--- src/rtl/fetch_pair_aligner.sv ---
// Instruction buffer that compacts fetch-packet slots into a circular queue and
// presents the two oldest entries to the dual decoder. Optional same-cycle bypass: FETCH_ALIGNER_BYPASS_EN.
module fetch_pair_aligner #(
  parameter int DEPTH = 4
) (
  input  logic        clk,
  input  logic        rst_n,
  input  logic        pipe_flush,
  input  logic [63:0] ic_pc,
  input  logic [63:0] ic_instr,
  input  logic        ic_bp,
  input  logic        ic_bp_slot,
  input  logic [1:0]  ic_bp_track,
  input  logic [63:0] ic_bt,
  input  logic        ic_page_fault,
  input  logic        ic_valid,
  output logic        ic_ready,
  output logic [63:0] if_dec0_pc,
  output logic [31:0] if_dec0_instr,
  output logic        if_dec0_bp,
  output logic [1:0]  if_dec0_bp_track,
  output logic [63:0] if_dec0_bt,
  output logic        if_dec0_page_fault,
  output logic        if_dec0_valid,
  output logic [63:0] if_dec1_pc,
  output logic [31:0] if_dec1_instr,
  output logic        if_dec1_bp,
  output logic [1:0]  if_dec1_bp_track,
  output logic [63:0] if_dec1_bt,
  output logic        if_dec1_page_fault,
  output logic        if_dec1_valid,
  input  logic        if_dec_ready
);

  localparam int ABITS = $clog2(DEPTH);
  localparam int CW    = ABITS + 1;

  typedef struct packed {
    logic [63:0] pc;
    logic [31:0] instr;
    logic        bp;
    logic [1:0]  bp_track;
    logic [63:0] bt;
    logic        page_fault;
  } entry_t;

  entry_t           mem [DEPTH];
  entry_t           lo_e, hi_e, pkt0, pkt1, out0, out1;
  logic             s0, s1;
  logic [1:0]       pkt_n, push_n, pop_n;
  logic [ABITS-1:0] wr_ptr, rd_ptr, wr_nxt, rd_nxt;
  logic [CW-1:0]    count, count_next;
  logic             buf_v0, buf_v1, out_v0, out_v1;
  logic             bypass_act, push;
  logic             unused_pc_bits;

  assign unused_pc_bits = ^ic_pc[1:0];

  // Build both slot entries, then compact enabled slots so pkt0 is the lowest address.
  always_comb begin
    s0 = ~ic_pc[2];
    s1 = ~(ic_bp & ~ic_bp_slot & s0);

    lo_e.pc         = {ic_pc[63:3], 3'b000};
    lo_e.instr      = ic_instr[31:0];
    lo_e.bp         = ic_bp & ~ic_bp_slot;
    lo_e.bp_track   = ic_bp_track;
    lo_e.bt         = (ic_bp & ~ic_bp_slot) ? ic_bt : 64'h0;
    lo_e.page_fault = 1'b0;

    hi_e.pc         = {ic_pc[63:3], 3'b100};
    hi_e.instr      = ic_instr[63:32];
    hi_e.bp         = ic_bp & ic_bp_slot;
    hi_e.bp_track   = ic_bp_track;
    hi_e.bt         = (ic_bp & ic_bp_slot) ? ic_bt : 64'h0;
    hi_e.page_fault = 1'b0;

    pkt0  = s0 ? lo_e : hi_e;
    pkt1  = hi_e;
    pkt_n = (s0 & s1) ? 2'd2 : 2'd1;

    // A faulting fetch yields a single marker entry carrying no instruction bits.
    if (ic_page_fault) begin
      pkt0.instr      = 32'h0;
      pkt0.page_fault = 1'b1;
      pkt_n           = 2'd1;
    end
  end

  assign wr_nxt = wr_ptr + ABITS'(1);
  assign rd_nxt = rd_ptr + ABITS'(1);
  assign buf_v0 = (count != '0);
  assign buf_v1 = (count > CW'(1));

  // Readiness uses only the registered count, never the decoder handshake.
  assign ic_ready = (count <= CW'(DEPTH - 2));

`ifdef FETCH_ALIGNER_BYPASS_EN
  assign bypass_act = (count == '0) & ~pipe_flush & ic_valid;
`else
  assign bypass_act = 1'b0;
`endif

  always_comb begin
    out0   = mem[rd_ptr];
    out1   = mem[rd_nxt];
    out_v0 = buf_v0;
    out_v1 = buf_v1;
    if (bypass_act) begin
      out0   = pkt0;
      out1   = pkt1;
      out_v0 = 1'b1;
      out_v1 = (pkt_n == 2'd2);
    end
  end

  assign push       = ic_valid & ic_ready & ~pipe_flush & ~(bypass_act & if_dec_ready);
  assign push_n     = push ? pkt_n : 2'd0;
  assign pop_n      = (if_dec_ready & ~bypass_act) ? ({1'b0, buf_v0} + {1'b0, buf_v1}) : 2'd0;
  assign count_next = count + CW'(push_n) - CW'(pop_n);

  always_ff @(posedge clk or negedge rst_n) begin
    if (!rst_n) begin
      wr_ptr <= '0;
      rd_ptr <= '0;
      count  <= '0;
    end else if (pipe_flush) begin
      wr_ptr <= '0;
      rd_ptr <= '0;
      count  <= '0;
    end else begin
      wr_ptr <= wr_ptr + ABITS'(push_n);
      rd_ptr <= rd_ptr + ABITS'(pop_n);
      count  <= count_next;
    end
  end

  // Storage is not reset; occupancy alone decides what is visible.
  always_ff @(posedge clk) begin
    if (push) begin
      mem[wr_ptr] <= pkt0;
      if (pkt_n == 2'd2) mem[wr_nxt] <= pkt1;
    end
  end

  assign if_dec0_pc         = out0.pc;
  assign if_dec0_instr      = out0.instr;
  assign if_dec0_bp         = out0.bp;
  assign if_dec0_bp_track   = out0.bp_track;
  assign if_dec0_bt         = out0.bt;
  assign if_dec0_page_fault = out0.page_fault;
  assign if_dec0_valid      = out_v0;
  assign if_dec1_pc         = out1.pc;
  assign if_dec1_instr      = out1.instr;
  assign if_dec1_bp         = out1.bp;
  assign if_dec1_bp_track   = out1.bp_track;
  assign if_dec1_bt         = out1.bt;
  assign if_dec1_page_fault = out1.page_fault;
  assign if_dec1_valid      = out_v1;

endmodule

--- config.mk ---
export PLATFORM = sky130hd
export DESIGN_NAME = fetch_pair_aligner
export DESIGN_NICKNAME = d
export VERILOG_FILES = /design/src/rtl/fetch_pair_aligner.sv
export SDC_FILE = /design/constraint.sdc
export NUM_CORES = 1
export LEC_CHECK = 0
export CORE_MARGIN = 4
export CORE_UTILIZATION = 50
export CTS_CLUSTER_SIZE = 20
export DETAILED_ROUTE_END_ITERATION = 6
export GPL_TIMING_DRIVEN = 1
export PLACE_DENSITY_LB_ADDON = 0.15
export SLEW_MARGIN = 20
export SYNTH_ARGS = -nofsm -noshare
export SYNTH_HDL_FRONTEND = slang
export SYNTH_SLANG_ARGS = --single-unit
export TNS_END_PERCENT = 30
--- constraint.sdc ---
create_clock -name clk -period 17.2 [get_ports clk]
set_input_delay 2.58 -clock clk [delete_from_list [all_inputs] [get_ports clk]]
set_output_delay 2.58 -clock clk [all_outputs]
set_load 0.01 [all_outputs]
Word-level counts from Yosys, hierarchy flattened

Memory sizes are Yosys's and may differ from the RTL's.
Cells that the tools add are included.

Add/subtract/negate cells: 7
$lt $le $gt $ge: 2
Equal/unequal tests: 1
Mux-type cells: 17
Bitwise logic cells: 10
Reduce and logical (&&, ||, !) cells: 1

Operators with widths:

| kind                  | count |
|---|---|
| $mux W64              | 2 |
| $mux W103             | 1 |
| $mux W32              | 1 |
| $mux W2               | 6 |
| $and A1 B1 Y1         | 6 |
| $mux W1               | 6 |
| $add A2 B1 Y2 const B | 2 |
| $add A2 B2 Y2         | 2 |
| $not A1 Y1            | 4 |
| $add A3 B2 Y3         | 1 |
| $gt A3 B1 Y1 const B  | 1 |
| $le A3 B2 Y1 const B  | 1 |
| $mux W3               | 1 |
| $reduce_bool A3 Y1    | 1 |
| $sub A3 B2 Y3         | 1 |
| $add A1 B1 Y2         | 1 |
| $eq A2 B2 Y1 const B  | 1 |

Bits in registers: 7
Bits in writable memories: 656
Bits of input ports: 202
Output and inout port bits: 331
Word-level logic and storage cells: 42
Memories kept: 1

Memory list:

| memory | words | width | read ports | clocked after Yosys merged registers in | write ports | line | RTL |
|---|---|---|---|---|---|---|---|
| mem    | 4     | 164   | 2          | 0                                       | 2           | 47   | `entry_t mem [DEPTH];` |

Longest topological paths before layout

Depth in word-level cells: 11
Gate-level depth with buffers: 11
Depth with buffers taken out: 11

Worst setup path after synthesis

No wires, ideal clock.

Kind: input to register
From: in ic_pc[2]
To: mem mem[2][154] in the netlist's numbering (data pin)
Setup time: 0.166 ns
Arrival: 8.278 ns
Data required time: 17.034 ns
Slack: 8.755 ns
Cell stages on the path: 6
Path buffers: 2
Path through: buf_2 nor3b_2 a31oi_1 nor2_2 clkbuf_1 and2_1

RTL lines:

| item            | line | RTL |
|---|---|---|
| start, declared | 9    | `input logic [63:0] ic_pc,` |
| end, declared   | 47   |  |

Worst setup path after layout

From: reg rd_ptr[0]
To: out if_dec0_pc[62]

Longest elaborated chain between the ends: 1

RTL lines:

| item                   | line | RTL |
|---|---|---|
| start, declared        | 51   | `logic [ABITS-1:0] wr_ptr, rd_ptr, wr_nxt, rd_nxt;` |
| start signal, assigned | 133  | `rd_ptr <= rd_ptr + ABITS'(pop_n);` |
| $mem_v2 Z4 W164        | n/a  |  |
| end, declared          | 18   | `output logic [63:0] if_dec0_pc,` |

No other way between the ends.

==> metrics.cfg <==
[synthesis]
yosysSeqAreaShare = 0.598
synth.distinct_cells = 45
synthTopCellsByArea = edfxtp_1 (59%), mux4_2 (22%), and2_1 (7.4%)
synth_top_family_by_area = multiplexers
yosys-top-cells-count = edfxtp_1 (640), and2_1 (385), mux4_2 (324)
synth-seq-cells = 655
post-synth-top-area-fraction = 0.588
yosys.area_share.adder = 0.00314
yosysTopAreaCell = edfxtp_1
ys_warn_count = 0
synthMuxAreaShare = 0.224
synthXorXnorAreaFrac = 0.00134
syn_inst = 1901
postSynthAreaPerCell_um2 = 17.2
synthMostInstantiatedCell = edfxtp_1
synth-simple-area-share = 0.108
synth_compound_area_frac = 0.0401
synth-edff-count = 640
synthFlopType = edfxtp_1
synth_area_um2 = 32700
synthArstFlopShare = 0.0107

[flow_run]
drv_cap = 0

[sta]
tightest_slew_ns = 1.25
fin_crit_ns = 7.45
slew_violations = 0
hold_viol = 0
finClkSkew_ns = 0.0177
grt_setup_unrepaired = no
timing.fmax_mhz = 134
finalSetupViolCount = 0
slew_headroom = 0.165
fin_crit_sh = 0.433
holdWs_ns = 0.508
setup_tns_ns = 0

[floorplan]
die_area_um2 = 69500
rows = 93
die_w_um = 264
fp.dieH_um = 264
start_util = 0.506
coreArea_um2 = 64600
ios = 533

[clock_network]
path_clk_slew_ns = 0.06
cts_tree = done
clock_sinks = 655
cts.htree.levels = 3
clk_latency_ns = 0.60
cts_made_buffers = 72
postCtsSetupRepairBufs = 0
cts_buffer_depth = 3
cts_hold_buffers = 0
post_cts_resized = 0
cts-root-buf = clkbuf_16

[power]
power_frac_seq = 0.322
power.total_mw = 5.99
p_per_area_nw_per_um2 = 147
p_leak_nw = 13.5
combPwrFrac = 0.437
ir_drop_v = 0.000151
swShare = 0.303
p_sw_mw = 1.81
p_int_mw = 4.17
pwr-share-clk = 0.241

[route]
ant_nets = 0
drt_iter0_markers = 1490
via_per_inst = 6.04
drc = 0
wl_per_cell_um = 25.7
drt-total-wl_um = 84200
vias = 19800
first_pass_iters = 5

[place]
dp_hpwl_um = 52300
place_area_um2 = 38600
dp_cells = 3140
portBuffers = 526
place_congestion = 0.791

[cells_and_area]
multi_input_area_um2 = 12400
final_cells = 3282
fin_area_um2 = 40800
ff_latch_area_um2 = 19600
area_growth_pct = 24.8
drive_gt1_frac = 0.192
fin_nets = 2568
fill_cells = 4676

[critical_path]
crit_type = reg -> out
cp_max_fo = 119
worstPathRequired_ns = 14.62
end_kind = output pin
worstSetupStartpointType = flop
worst-r2r-setup-slack_ns = 13.03
crit_arrival_ns = 4.87

[run_status]
status = finished clean

[grt]
grtUsageTotal = 0.238
overflow = 0
antenna_found_initial = 25
grt_pass1_vias = 20500
grt_max_degree = 194
grt_pass1_wl_um = 127000

[worst_hold_path]
hold_path.class = reg -> reg

==> through the flow <==
step                setup WS [ns]   util
floorplan                    8.76      -
global placement             9.89  0.597
detailed placement           9.84  0.597
CTS                          9.18  0.631
global route                 9.18  0.632
finish                       9.75  0.632
==> metal layers <==
metal / track usage / part of all wire / wire length [um]
met1: 0.293 / 0.36 / 30000
met2: 0.393 / 0.51 / 42700
met3: 0.0788 / 0.099 / 8360
met4: 0.0969 / 0.037 / 3130
met5: 0 / 0.00080 / 67
==> registers in the layout, summed over array words and instances, names as in the netlist <==
register and count:
rd_ptr 2, count 3, wr_ptr 2, mem 648
==> cell families (layout without fill, tap and decap cells) <==
kind of cell	Yosys count	in the layout
flip-flops	655	655
XOR/XNOR	5	5
AND/OR/NAND/NOR	567	567
other	1	23
multiplexers	328	328
adder cells (fa/ha/maj)	7	7
buffers and inverters	183	687
AO/OA/AOI/OAI	155	155
==> worst paths after layout <==
check,startpoint,to,depth (start not counted)
worst max-delay path,rd_ptr[0],if_dec0_pc[62],5
worst min-delay path,mem[3][0],mem[3][0],2
worst max register to register,wr_ptr[1],mem[2][131],5
worst min register to register,mem[3][0],mem[3][0],2
max in group asynchronous,rst_n,rd_ptr[1],1
min in group asynchronous,rst_n,rd_ptr[0],1
==> layout make-up <==
type | count | area share
flip-flops and latches | 655 | 0.479
repair buffers | 555 | 0.135
diodes | 19 | 0.00117
multi-input cells | 1066 | 0.304
inverters | 9 | 0.000828
well taps | 855 | 0.0262
clock buffers | 91 | 0.0469
clock inverters | 32 | 0.00629
==> placed cells by master (no fill, tap or decap), types with 5 or more instances in the layout <==
master / Yosys / layout
a22o_1: 128 / 128
and2_1: 385 / 385
and3_1: 130 / 128
buf_4: 4 / 25
clkbuf_1: 85 / 17
clkbuf_16: 0 / 74
clkdlybuf4s50_1: 0 / 526
clkinv_1: 0 / 18
clkinv_2: 0 / 7
dfrtp_1: 7 / 5
dfxtp_1: 8 / 8
diode_2: 0 / 19
edfxtp_1: 640 / 640
ha_1: 5 / 5
inv_1: 8 / 8
mux4_2: 324 / 324
nand2_1: 10 / 10
nor2_1: 14 / 8
nor2_4: 0 / 7
nor2b_1: 5 / 5
o21ai_0: 8 / 8
==> worst max-delay path, stage by stage (launching register included) <==
cell and delay, ns:
dfrtp_4 0.72, buf_12 0.71, buf_6 0.68, buf_4 0.89, mux4_2 0.62, clkdlybuf4s50_1 0.57
==> power groups by stage <==
stage | Combinational [mW] | Sequential (mW) | Clock, mW
after floorplan | 1.41 | 1.92 | 0
after global placement | 2.63 | 1.95 | 0
after detailed placement | 2.64 | 1.96 | 0
after CTS | 2.65 | 1.93 | 1.47
after global routing | 2.77 | 1.94 | 1.54
final | 2.62 | 1.93 | 1.44
Note: power is estimated with default switching activity, not from simulation.
